<file path="src/rtl/spi_cmd_regfile_if.sv">
// spi_cmd_regfile_if: byte link between the SPI slave (master side) and the command regfile (slave side).
interface spi_cmd_regfile_if;
   logic       ss;
   logic [7:0] rx_data;
   logic       rx_rdy;
   logic [7:0] tx_data;
   logic       tx_latch;
   modport master (output ss, rx_data, rx_rdy, input tx_data, tx_latch);
   modport slave (input ss, rx_data, rx_rdy, output tx_data, tx_latch);
endinterface

</file>
<file path="src/rtl/spi_cmd_regfile.sv">
// spi_cmd_regfile: SPI byte command decoder with read/write bursts into a register bank.
// Optional SPI_CMD_WR_ECHO_EN returns the previous register contents during write bursts.
module spi_cmd_regfile #(
   parameter int ADDR_W = 3,
   parameter logic [7:0] RST_VAL = 8'h00,
   localparam int NUM_REGS = 2**ADDR_W
) (
   input  logic                  clk,
   input  logic                  rst,
   spi_cmd_regfile_if.slave      spi,
   output logic [8*NUM_REGS-1:0] regs_flat,
   output logic                  wr_stb,
   output logic [ADDR_W-1:0]     wr_addr,
   output logic                  cmd_err
);
`ifdef SPI_CMD_WR_ECHO_EN
   localparam bit ECHO = 1'b1;
`else
   localparam bit ECHO = 1'b0;
`endif
   typedef enum logic [2:0] {IDLE, CMD, WRITE, READ, ERR} state_t;
   state_t state, state_n;
   logic [7:0] regs [NUM_REGS];
   logic [ADDR_W-1:0] ptr, ptr_n, ptr_inc, wr_addr_n;
   logic [7:0] tx_data_n;
   logic ss_q, tx_latch_n, wr_stb_n, cmd_err_n, wr_en;
   assign ptr_inc = ptr + 1'b1;
   for (genvar i = 0; i < NUM_REGS; i++) begin : g_flat
      assign regs_flat[8*i +: 8] = regs[i];
   end
   always_comb begin
      state_n = state;
      ptr_n = ptr;
      tx_data_n = spi.tx_data;
      tx_latch_n = 1'b0;
      wr_stb_n = 1'b0;
      wr_addr_n = wr_addr;
      cmd_err_n = cmd_err;
      wr_en = 1'b0;
      if (state == IDLE) begin
         if (ss_q && !spi.ss) begin
            state_n = CMD;
            cmd_err_n = 1'b0;
         end
      end else if (spi.ss) begin
         state_n = IDLE;
      end else if (spi.rx_rdy) begin
         unique case (state)
            CMD: begin
               ptr_n = spi.rx_data[ADDR_W-1:0];
               if (|spi.rx_data[6:ADDR_W]) begin
                  state_n = ERR;
                  cmd_err_n = 1'b1;
               end else if (spi.rx_data[7]) begin
                  state_n = READ;
                  tx_data_n = regs[spi.rx_data[ADDR_W-1:0]];
                  tx_latch_n = 1'b1;
               end else begin
                  state_n = WRITE;
               end
            end
            WRITE: begin
               wr_en = 1'b1;
               wr_stb_n = 1'b1;
               wr_addr_n = ptr;
               ptr_n = ptr_inc;
               tx_latch_n = ECHO;
               tx_data_n = ECHO ? regs[ptr] : spi.tx_data;
            end
            READ: begin
               ptr_n = ptr_inc;
               tx_data_n = regs[ptr_inc];
               tx_latch_n = 1'b1;
            end
            default: ;
         endcase
      end
   end
   // ss_q is a plain synchroniser stage: after reset a new frame still needs a fresh falling edge of ss
   always_ff @(posedge clk) begin
      ss_q <= spi.ss;
      if (rst) begin
         state <= IDLE;
         ptr <= '0;
         spi.tx_data <= 8'h00;
         spi.tx_latch <= 1'b0;
         wr_stb <= 1'b0;
         wr_addr <= '0;
         cmd_err <= 1'b0;
         for (int k = 0; k < NUM_REGS; k++) regs[k] <= RST_VAL;
      end else begin
         state <= state_n;
         ptr <= ptr_n;
         spi.tx_data <= tx_data_n;
         spi.tx_latch <= tx_latch_n;
         wr_stb <= wr_stb_n;
         wr_addr <= wr_addr_n;
         cmd_err <= cmd_err_n;
         if (wr_en) regs[ptr] <= spi.rx_data;
      end
   end
endmodule

</file>
<file path="src/flat_wrapper.sv">
// flat-port wrapper written by rule: the top's interface ports become plain ports
module spi_cmd_regfile_flat 
#(
   parameter int ADDR_W = 3,
   parameter logic [7:0] RST_VAL = 8'h00,
   localparam int NUM_REGS = 2**ADDR_W
)
  (clk, rst, regs_flat, wr_stb, wr_addr, cmd_err, spi_ss, spi_rx_data, spi_rx_rdy, spi_tx_data, spi_tx_latch);
  spi_cmd_regfile_if spi_i ();
  input  logic clk;
  input  logic rst;
  output logic [8*NUM_REGS-1:0] regs_flat;
  output logic wr_stb;
  output logic [ADDR_W-1:0] wr_addr;
  output logic cmd_err;
  input wire logic [$bits(spi_i.ss)-1:0] spi_ss;
  input wire logic [$bits(spi_i.rx_data)-1:0] spi_rx_data;
  input wire logic [$bits(spi_i.rx_rdy)-1:0] spi_rx_rdy;
  output wire logic [$bits(spi_i.tx_data)-1:0] spi_tx_data;
  output wire logic [$bits(spi_i.tx_latch)-1:0] spi_tx_latch;
  assign spi_i.ss = spi_ss;
  assign spi_i.rx_data = spi_rx_data;
  assign spi_i.rx_rdy = spi_rx_rdy;
  assign spi_tx_data = spi_i.tx_data;
  assign spi_tx_latch = spi_i.tx_latch;
  spi_cmd_regfile #(.ADDR_W(ADDR_W), .RST_VAL(RST_VAL)) u_core (.clk(clk), .rst(rst), .spi(spi_i), .regs_flat(regs_flat), .wr_stb(wr_stb), .wr_addr(wr_addr), .cmd_err(cmd_err));
endmodule
</file>
<file path="config.mk">
export PLATFORM = sky130hd
export DESIGN_NAME = spi_cmd_regfile_flat
export DESIGN_NICKNAME = d
export VERILOG_FILES = /design/src/rtl/spi_cmd_regfile_if.sv /design/src/rtl/spi_cmd_regfile.sv /design/src/flat_wrapper.sv
export SDC_FILE = /design/constraint.sdc
export NUM_CORES = 1
export LEC_CHECK = 0
export CAP_MARGIN = 10
export CORE_ASPECT_RATIO = 1.25
export CORE_MARGIN = 1
export CORE_UTILIZATION = 40
export CTS_BUF_LIST = sky130_fd_sc_hd__clkbuf_2
export DETAILED_ROUTE_END_ITERATION = 8
export MAX_ROUTING_LAYER = met4
export PLACE_DENSITY_LB_ADDON = 0.25
export SYNTH_ARGS = -nofsm -noshare
export SYNTH_HDL_FRONTEND = slang
export SYNTH_SLANG_ARGS = --single-unit
</file>
<file path="constraint.sdc">
create_clock -name clk -period 2.3 [get_ports clk]
set_input_delay 0.23 -clock clk [delete_from_list [all_inputs] [get_ports clk]]
set_output_delay 0.23 -clock clk [all_outputs]
set_load 0.03 [all_outputs]
</file>
* Yosys cells after proc, flatten, opt, wreduce, memory -nomap -nowiden *
Memories as Yosys holds them, arrays and structs flattened.
Cells that the tools add are included.
W data, S select, Z words.

storage, ports and cells
  bits in registers = 21
  logic and storage cells = 71
  memories kept = 1
  output and inout bits = 78
  memory bits (writable) = 64
  input bits = 12

memory list
  memory       depth  width  read ports  clocked after Yosys merged registers in  write ports  line                   RTL
  u_core.regs  8      8      10          0                                        8            spi_cmd_regfile.sv:23  logic [7:0] regs [NUM_REGS];

operators by class
  muxes and demuxes = 32
  equal/unequal tests = 7
  bitwise logic cells = 3
  $add $sub $neg = 1
  reductions and logical operators = 19

operator list
  kind                   count
  $mux W8                3
  $mux W3                7
  $mux W1                19
  $pmux W8 S2            1
  $reduce_bool A2 Y1     5
  $reduce_and A4 Y1      2
  $reduce_or A4 Y1       2
  $reduce_or A8 Y1       1
  $eq A3 B2 Y1 const B   2
  $ne A2 B2 Y1 const B   3
  $pmux W3 S2            1
  $reduce_and A6 Y1      1
  $reduce_bool A3 Y1     2
  $reduce_and A5 Y1      1
  $add A3 B1 Y3 const B  1
  $eq A3 B1 Y1 const B   1
  $logic_not A3 Y1       1
  $not A1 Y1             3
  $reduce_and A3 Y1      1
  $ne A2 B1 Y1 const B   1
  $pmux W1 S2            1
  $reduce_or A2 Y1       1
  $logic_and A1 B1 Y1    1
  $logic_not A1 Y1       1

* Longest topological paths before layout *
Gate-level depths: netlist of run 1.

  word-level depth = 10
  depth in mapped cells = 7
  gate-level depth less buffers = 5

* Worst setup path before layout of run 1 *
No wires, ideal clock.

  path kind = register -> register
  start = register u_core.ptr[1]
  end = register u_core.spi.tx_data[0]
  library setup time = 0.129 ns
  cell stages (with the launch flop) = 8
  buffers on the path = 2
  clock period less this slack = 1.981 ns
  required time = 2.171 ns
  path slack = 0.319 ns
  arrival time = 1.852 ns
  path through = dfxtp_1 -> ha_1 -> buf_4 -> dlymetal6s2s_1 -> mux4_2 -> mux2_2 -> a32oi_1 -> a211oi_1

between the ends
  cells in the longest elaborated chain, start to end = 3

ends and longest elaborated chain
  item                    line                     RTL
  start, declared         spi_cmd_regfile.sv:24    logic [ADDR_W-1:0] ptr, ptr_n, ptr_inc, wr_addr_n;
  start signal, assigned  spi_cmd_regfile.sv:93    ptr <= ptr_n;
  $add A3 B1 Y3           spi_cmd_regfile.sv:27    assign ptr_inc = ptr + 1'b1;
  $mem_v2 Z8 W8           n/a
  $pmux W8 S2             spi_cmd_regfile.sv:48    unique case (state)
  end signal, assigned    spi_cmd_regfile.sv:94    spi.tx_data <= tx_data_n;
  end, declared           spi_cmd_regfile_if.sv:9  modport slave (input ss, rx_data, rx_rdy, output tx_data, tx_latch);

No other way between the ends.
A chain may end at the register's enable or synchronous reset.

* Final worst setup path of run 1 *
  start = register u_core.ptr[0]
  end = register u_core.spi.tx_data[6]

The elaborated chain is that of the path after synthesis.

==> metrics, run 1 <==
root buf cell clkbuf_2; routed vias/inst 5.55; placed cells 590; DR iter-0 viols between 150 and 200; CP Data Arrival Time 2.41 ns; top cells by area, synth edfxtp_1, dfxtp_1, and2_1, mux2i_1, mux4_1; Sink Count 85; prevailing post-synth register cell edfxtp_1; Crit path max-delay family multiplexers; Ports 90; Max-Cap Viols 0; die area 11700 sq um; via count around 3.4k; Final Hold Viols 0; Max Clk Rate 509 MHz; initial antenna violation count 1; crit share post-route roughly 85%; final-report setup violation count 0; CP max stage cell mux4_1; hold buffer count at cts 0; worst hold slack roughly 0.27 ns; CTS buffer count 9; Worst-path clk slew 0.23 ns; post_cts resized 0; Synth Cell Area roughly 4500 sq um; largest net degree at the start of global routing 42; Pwr Total about 3000 uW; area delta synth->final 28.9%; post-synthesis xor/xnor area fraction less than 1%; Congestion Overflow GR 0; post-route ant nets 0; Synth Area in Compound Gates 8.05%; Worst Max-Slew Pin Slew 0.562 ns; Reg2Reg Depth 5; Post-synth EDFFs 64; # Post-CTS Setup Buffers 0; DP Wirelength 9.55 mm; nets 479; min Tclk post-route slightly below 2 ns; Synth Area in Adders 0.278%; syn_nets 366; Hold Crit Class in2reg; layout cell share with drive strength beyond 1 16.8%; mux share of post-synthesis cell area a little under a fifth; worst vdd ir 0.000322 V; Non-Filler Instances 607; Synth top area share a little over two fifths; Residual DRC 0; Worst path max stage delay 0.59 ns; routed wire length 12.8 mm; RSZ-0062 raised after global routing no; Worst Setup Start Kind flip-flop; WL/cell 21.0 microns; CP required roughly 2.7 ns; WP buf/inv 1; CP Class reg2reg; Initial Util 40.9%; Max FO, Critical Path 15; via count of the first global-routing pass 3471; Rows 43; reg2reg setup slack 0.34 ns; Synth Area in Simple Gates between 10% and 20%; Seq cells post-synth 85; Worst Hold Path Cells 3; max-slew violations 0; Die Width 97.0 microns; Async SR Flop Fraction 0%; CP Capture Type flip-flop; skew final 0.0303 ns; leak pwr 0.00221 uW; drt pass-1 iters 5; power density over the cells between 500 and 600 nW/um^2; Core Region 11000 sq um; synth unique cells 41; hold worst-path end u_core.regs[4][1]; Chip Height roughly 120 microns; wire length of the first global-routing pass around 19 mm; Total GRT Usage 22.9%; Synthesis Warnings 0; largest family of logic cells by synthesized area multiplexers; RePlAce Congestion ~0.85; CTS max path bufs 2; Yosys top cell by area edfxtp_1; HP Start spi_rx_data[1]; critical path cell sequence buf_4, mux4_1, mux2_2, a32oi_1, a211oi_1; FF-to-FF Start u_core.ptr[0]; Post-Synthesis Cells 353; Max transition margin 62.2%; Sum Neg Setup Slack 0 ns; status finished, final reports clean; IO Port Bufs just under 90; CTS H-tree lvls 3; TritonCTS clock tree done; Syn Area/Cell 12.8 sq um; worst r2r dst u_core.spi.tx_data[6]; sequential share of the synthesized area 52.0%; clk_lat worst skew 0.56 ns
-- power by group --
part / leakage, uW / switching [uW] / internal [uW] / total, uW
combinational: 0.00130 / 248 / 194 / 442
clock: 0.0000772 / 502 / 361 / 863
sequential: 0.000830 / 43.0 / 1690 / 1730
-- worst max path at each step --
stage | depth (start not counted) | slack, ns | from | endpoint
6_report | 5 | 0.34 | u_core.ptr[0] | u_core.spi.tx_data[6]
5_1_grt | 4 | 0.20 | u_core.state[2] | u_core.regs[0][6]
4_1_cts | 1 | 0.34 | u_core.regs[5][7] | regs_flat[47]
3_5_place_dp | 6 | 0.1 | spi_rx_rdy | u_core.regs[0][4]
3_3_place_gp | 6 | 0.17 | spi_rx_rdy | u_core.regs[0][4]
2_1_floorplan | 7 | 0.32 | u_core.ptr[1] | u_core.spi.tx_data[0]
-- metal layers --
layer  global-route usage [%]  wire length [microns]
met2                     40.1                   6840
met5                        -                      0
met3                     3.41                    676
met4                     10.1                    333
met1                     26.0                   4910
-- through the flow --
| step | worst slack, ns | area (sq um) | util (%) |
|---|---|---|---|
| global route | 0.204 | 5810 | 52.7 |
| global placement | 0.169 | 5680 | 51.5 |
| detailed placement | 0.0981 | 5680 | 51.5 |
| floorplan | 0.319 | 4510 | - |
| finish | 0.337 | 5810 | 52.7 |
| CTS | 0.341 | 5810 | 52.6 |
-- layout make-up --
| class | instances | area, sq um |
|---|---|---|
| well taps | 135 | 169 |
| diodes | 1 | 2.50 |
| repair buffers | 126 | 1190 |
| multi-input cells | 242 | 1970 |
| fillers | 966 | 5220 |
| clock buffers | 11 | 55.1 |
| flip-flops and latches | 85 | 2340 |
| inverters | 2 | 7.51 |
| clock inverters | 5 | 75.1 |
-- registers in the layout (all words and copies together), names as in the netlist --
register / flops
u_core.wr_stb: 1
u_core.ss_q: 1
u_core.regs: 64
u_core.spi.tx_latch: 1
u_core.spi.tx_data: 8
u_core.state: 3
u_core.cmd_err: 1
u_core.ptr: 3
u_core.wr_addr: 3
-- placed cells by master, fill, tap and decap left out, types with 2 or more instances in the layout --
cell type	n
nor4_1	2
nand2b_1	6
mux2_2	9
a32oi_1	8
a21oi_1	21
mux4_1	8
and2_1	67
mux2i_1	36
nand3_1	2
mux4_2	8
bufinv_16	2
nand3b_1	2
edfxtp_1	64
nor2b_1	4
dfxtp_1	21
a211oi_1	9
clkbuf_2	11
buf_12	2
inv_1	2
buf_4	35
or2_2	8
nor3_1	5
clkinv_1	2
clkdlybuf4s50_1	88
a22oi_1	8
nor2_1	14
nor3b_1	2
a311oi_1	2
nand2_1	12
-- synth_stat cells, types with 2 or more instances --
cell type,n
mux4_1,8
clkdlybuf4s25_2,3
buf_4,3
nor3_1,5
nand2b_1,6
dlymetal6s2s_1,2
mux2i_1,36
nor4_1,2
a22oi_1,8
nor3b_1,2
and2_1,67
a21oi_1,21
inv_1,2
nand2_1,12
dfxtp_1,21
edfxtp_1,64
nand3_1,2
nor2_1,14
buf_2,6
nor2b_1,4
or2_2,8
mux2_2,9
nand3b_1,2
a211oi_1,9
a32oi_1,8
mux4_2,8
a311oi_1,2
buf_6,3
clkbuf_1,4
-- worst reg2reg max path, delay by kind of cell (launching register included) --
kind / cells / cell delay (ns)
AOI/OAI and AO/OA: 2 / 0.35
buffers and inverters: 1 / 0.26
DFF: 1 / 0.40
muxes: 2 / 0.88
-- kinds of logic (layout without fill, tap and decap cells) --
| logic type | Yosys count | after routing |
|---|---|---|
| XOR/XNOR | 1 | 1 |
| multiplexers | 61 | 61 |
| other | 0 | 1 |
| buffers and inverters | 26 | 144 |
| flip-flops | 85 | 85 |
| adder cells (fa/ha/maj) | 1 | 1 |
| AO/OA/AOI/OAI | 53 | 53 |
| AND/OR/NAND/NOR | 126 | 126 |
No activity file was read; power rests on OpenSTA's default activity.
==> inputs of run 2 (changes only) <==
--- a/config.mk
+++ b/config.mk
@@ -12,7 +12,7 @@
 export CTS_BUF_LIST = sky130_fd_sc_hd__clkbuf_2
 export DETAILED_ROUTE_END_ITERATION = 8
 export MAX_ROUTING_LAYER = met4
-export PLACE_DENSITY_LB_ADDON = 0.25
+export PLACE_DENSITY = 0.67
 export SYNTH_ARGS = -nofsm -noshare
 export SYNTH_HDL_FRONTEND = slang
 export SYNTH_SLANG_ARGS = --single-unit
==> run 2 against run 1 <==
Compared with the run above:
- cell count down 0.33%
- critical path type unchanged
- maximum frequency is 4.6% lower
- global-route usage fell by 0.67 points
- combinational power decreased by 0.9%
- critical path depth did not move
- largest cell class unchanged
==> metrics, run 2 (same netlist as run 1, synthesis figures left out) <==
status finished, final reports clean; initial antenna violation count 0 (-1); reg2reg setup slack 0.24 ns (-0.09 ns); Largest Register u_core.regs; Max-Cap Viols 0 (unchanged); Sum Neg Setup Slack 0 ns (unchanged); via count 3346 (-0.62%); CP Data Arrival Time 2.51 ns (+0.10 ns); hold worst-path end u_core.regs[6][1]; skew final 0.0299 ns (-0.000342 ns); routed wire length 12.3 mm (-3.5%); Max transition margin 57.8% (-4.4 points); max FFs per register 64 (unchanged); CP max stage cell mux4_1; die area 11700 sq um (unchanged); CTS H-tree lvls 3 (unchanged); Worst path max stage delay 0.57 ns (-0.02 ns); Initial Util 40.9% (unchanged); Sink Count 85 (unchanged); diodes inserted 0 (-1); clk_lat worst skew 0.55 ns (about the same); Reg2Reg Depth 5 (unchanged); crit share post-route 89.4% (+4.1 points); Core Region 11000 sq um (unchanged); drt pass-1 iters 4 (-1); wire length of the first global-routing pass 18.9 mm (-2.2%); RSZ-0062 raised after global routing no; IO Port Bufs 89 (unchanged); hold buffer count at cts 0 (unchanged); post-route ant nets 0 (unchanged); max-slew violations 0 (unchanged); # Post-CTS Setup Buffers 0 (unchanged); Worst Hold Path Cells 2 (-1); Rows 43 (unchanged); final-report setup violation count 0 (unchanged); WL/cell 20.4 microns (-3.2%); Chip Height 121 microns (unchanged); Logic pwr share 14.9% (+0.3 points); post_cts resized 0 (unchanged); nets 478 (-0.21%); Crit path max-delay family multiplexers; commonest non-fill, non-tap cell in the layout clkdlybuf4s50_1; area delta synth->final 27.9%; switching power total 811 uW (+2.4%); Hold Crit Class in2reg; Max Clk Rate 486 MHz (-4.6%); Net Sw Frac 27.6% (+1.5 points); routed vias/inst 5.53 (-0.30%); DP Wirelength 9.34 mm (-2.1%); via count of the first global-routing pass 3476 (+0.14%); root buf cell clkbuf_2; Max FO, Critical Path 10 (-5); DR iter-0 viols 200 (+0.50%); power density over the cells 509 nW/um^2 (-2.6%); CTS buffer count 9 (unchanged); Congestion Overflow GR 0 (unchanged); Total GRT Usage 22.2% (-0.67 points); WP buf/inv 1 (unchanged); worst r2r dst u_core.spi.tx_data[0]; most frequent cells in the layout clkdlybuf4s50_1, and2_1, edfxtp_1, mux2i_1, buf_4; Int Pwr 2120 uW (-5.3%); leak pwr 0.00218 uW (-1.2%); placed cells 589 (-0.17%); critical path cell sequence buf_4, mux4_1, mux2_2, a32oi_1, a211oi_1; min Tclk post-route 2.06 ns (+0.0937 ns); TritonCTS clock tree done; Worst-path clk slew 0.23 ns (about the same); Residual DRC 0 (unchanged); worst vdd ir 0.000236 V (-27%); CP Capture Type flip-flop; biggest regs u_core.regs x64, u_core.spi.tx_data x8; Ports 90 (unchanged); Die Width 97.0 microns (unchanged); CTS max path bufs 2 (unchanged); Worst Setup Start Kind flip-flop; FF-to-FF Start u_core.ptr[0]; HP Start spi_rx_data[1]; CP Class reg2reg; RePlAce Congestion 0.859 (+0.60%); Worst Max-Slew Pin Slew 0.633 ns (+0.0707 ns); Final Hold Viols 0 (unchanged); layout cell share with drive strength beyond 1 16.6% (-0.18 points); largest net degree at the start of global routing 32 (-24%); Reg power frac 59.0% (+2.0 points); CP required 2.75 ns (about the same); clock share of power 26.0% (-2.4 points); Non-Filler Instances 605 (-0.33%)
-- run 2: routing by layer --
metal | vias to the layer above | GRT usage (%) | wire length [microns]
li1 | 1552 | - | -
met3 | 27 | 2.20 | 456
met1 | 1657 | 25.3 | 4980
met2 | 110 | 38.4 | 6400
met5 | - | - | 0
met4 | 0 | 12.7 | 473
-- run 2: layout make-up --
| class | instances | area (sq um) |
|---|---|---|
| clock inverters | 7 | 66.3 |
| inverters | 2 | 7.51 |
| well taps | 135 | 169 |
| fillers | 975 | 5260 |
| multi-input cells | 242 | 1970 |
| flip-flops and latches | 85 | 2340 |
| clock buffers | 9 | 45.0 |
| repair buffers | 125 | 1170 |
-- run 2: worst max-delay path by stage --
stage,start,end,slack (ns),cells past startpoint
finish,u_core.ptr[0],u_core.spi.tx_data[0],0.24,5
global route,u_core.state[1],u_core.regs[4][0],0.18,4
CTS,u_core.ptr[0],u_core.spi.tx_data[0],0.23,5
detailed placement,spi_rx_rdy,u_core.regs[0][4],0.16,6
global placement,spi_rx_data[6],u_core.spi.tx_data[0],0.18,5
floorplan,u_core.ptr[1],u_core.spi.tx_data[0],0.32,7
-- run 2: stage by stage --
step                      hold slack [ns]  instance area, sq um  util, %  power (uW)  setup slack, ns
after detailed placement            0.501                  5660     51.3        2210            0.162
after global routing                0.184                  5770     52.3        3030            0.179
after global placement              0.490                  5660     51.3        2200            0.184
after CTS                           0.167                  5770     52.3        2950            0.228
final                               0.208                  5770     52.3        2940            0.243
after floorplan                     0.258                  4510        -        2000            0.319
-- run 2: power by group through the flow --
stage | clock network, uW | registers, uW | logic, uW
6_report | 764 | 1730 | 438
4_1_cts | 774 | 1730 | 441
5_1_grt | 833 | 1740 | 460
3_3_place_gp | 0 | 1760 | 436
2_1_floorplan | 0 | 1830 | 172
3_5_place_dp | 0 | 1770 | 439
-- run 2: worst reg2reg max path: stages (launching register included) --
cell      delay (ns)
dfxtp_1         0.44
buf_4           0.26
mux4_1          0.57
mux2_2          0.27
a32oi_1         0.28
a211oi_1        0.13
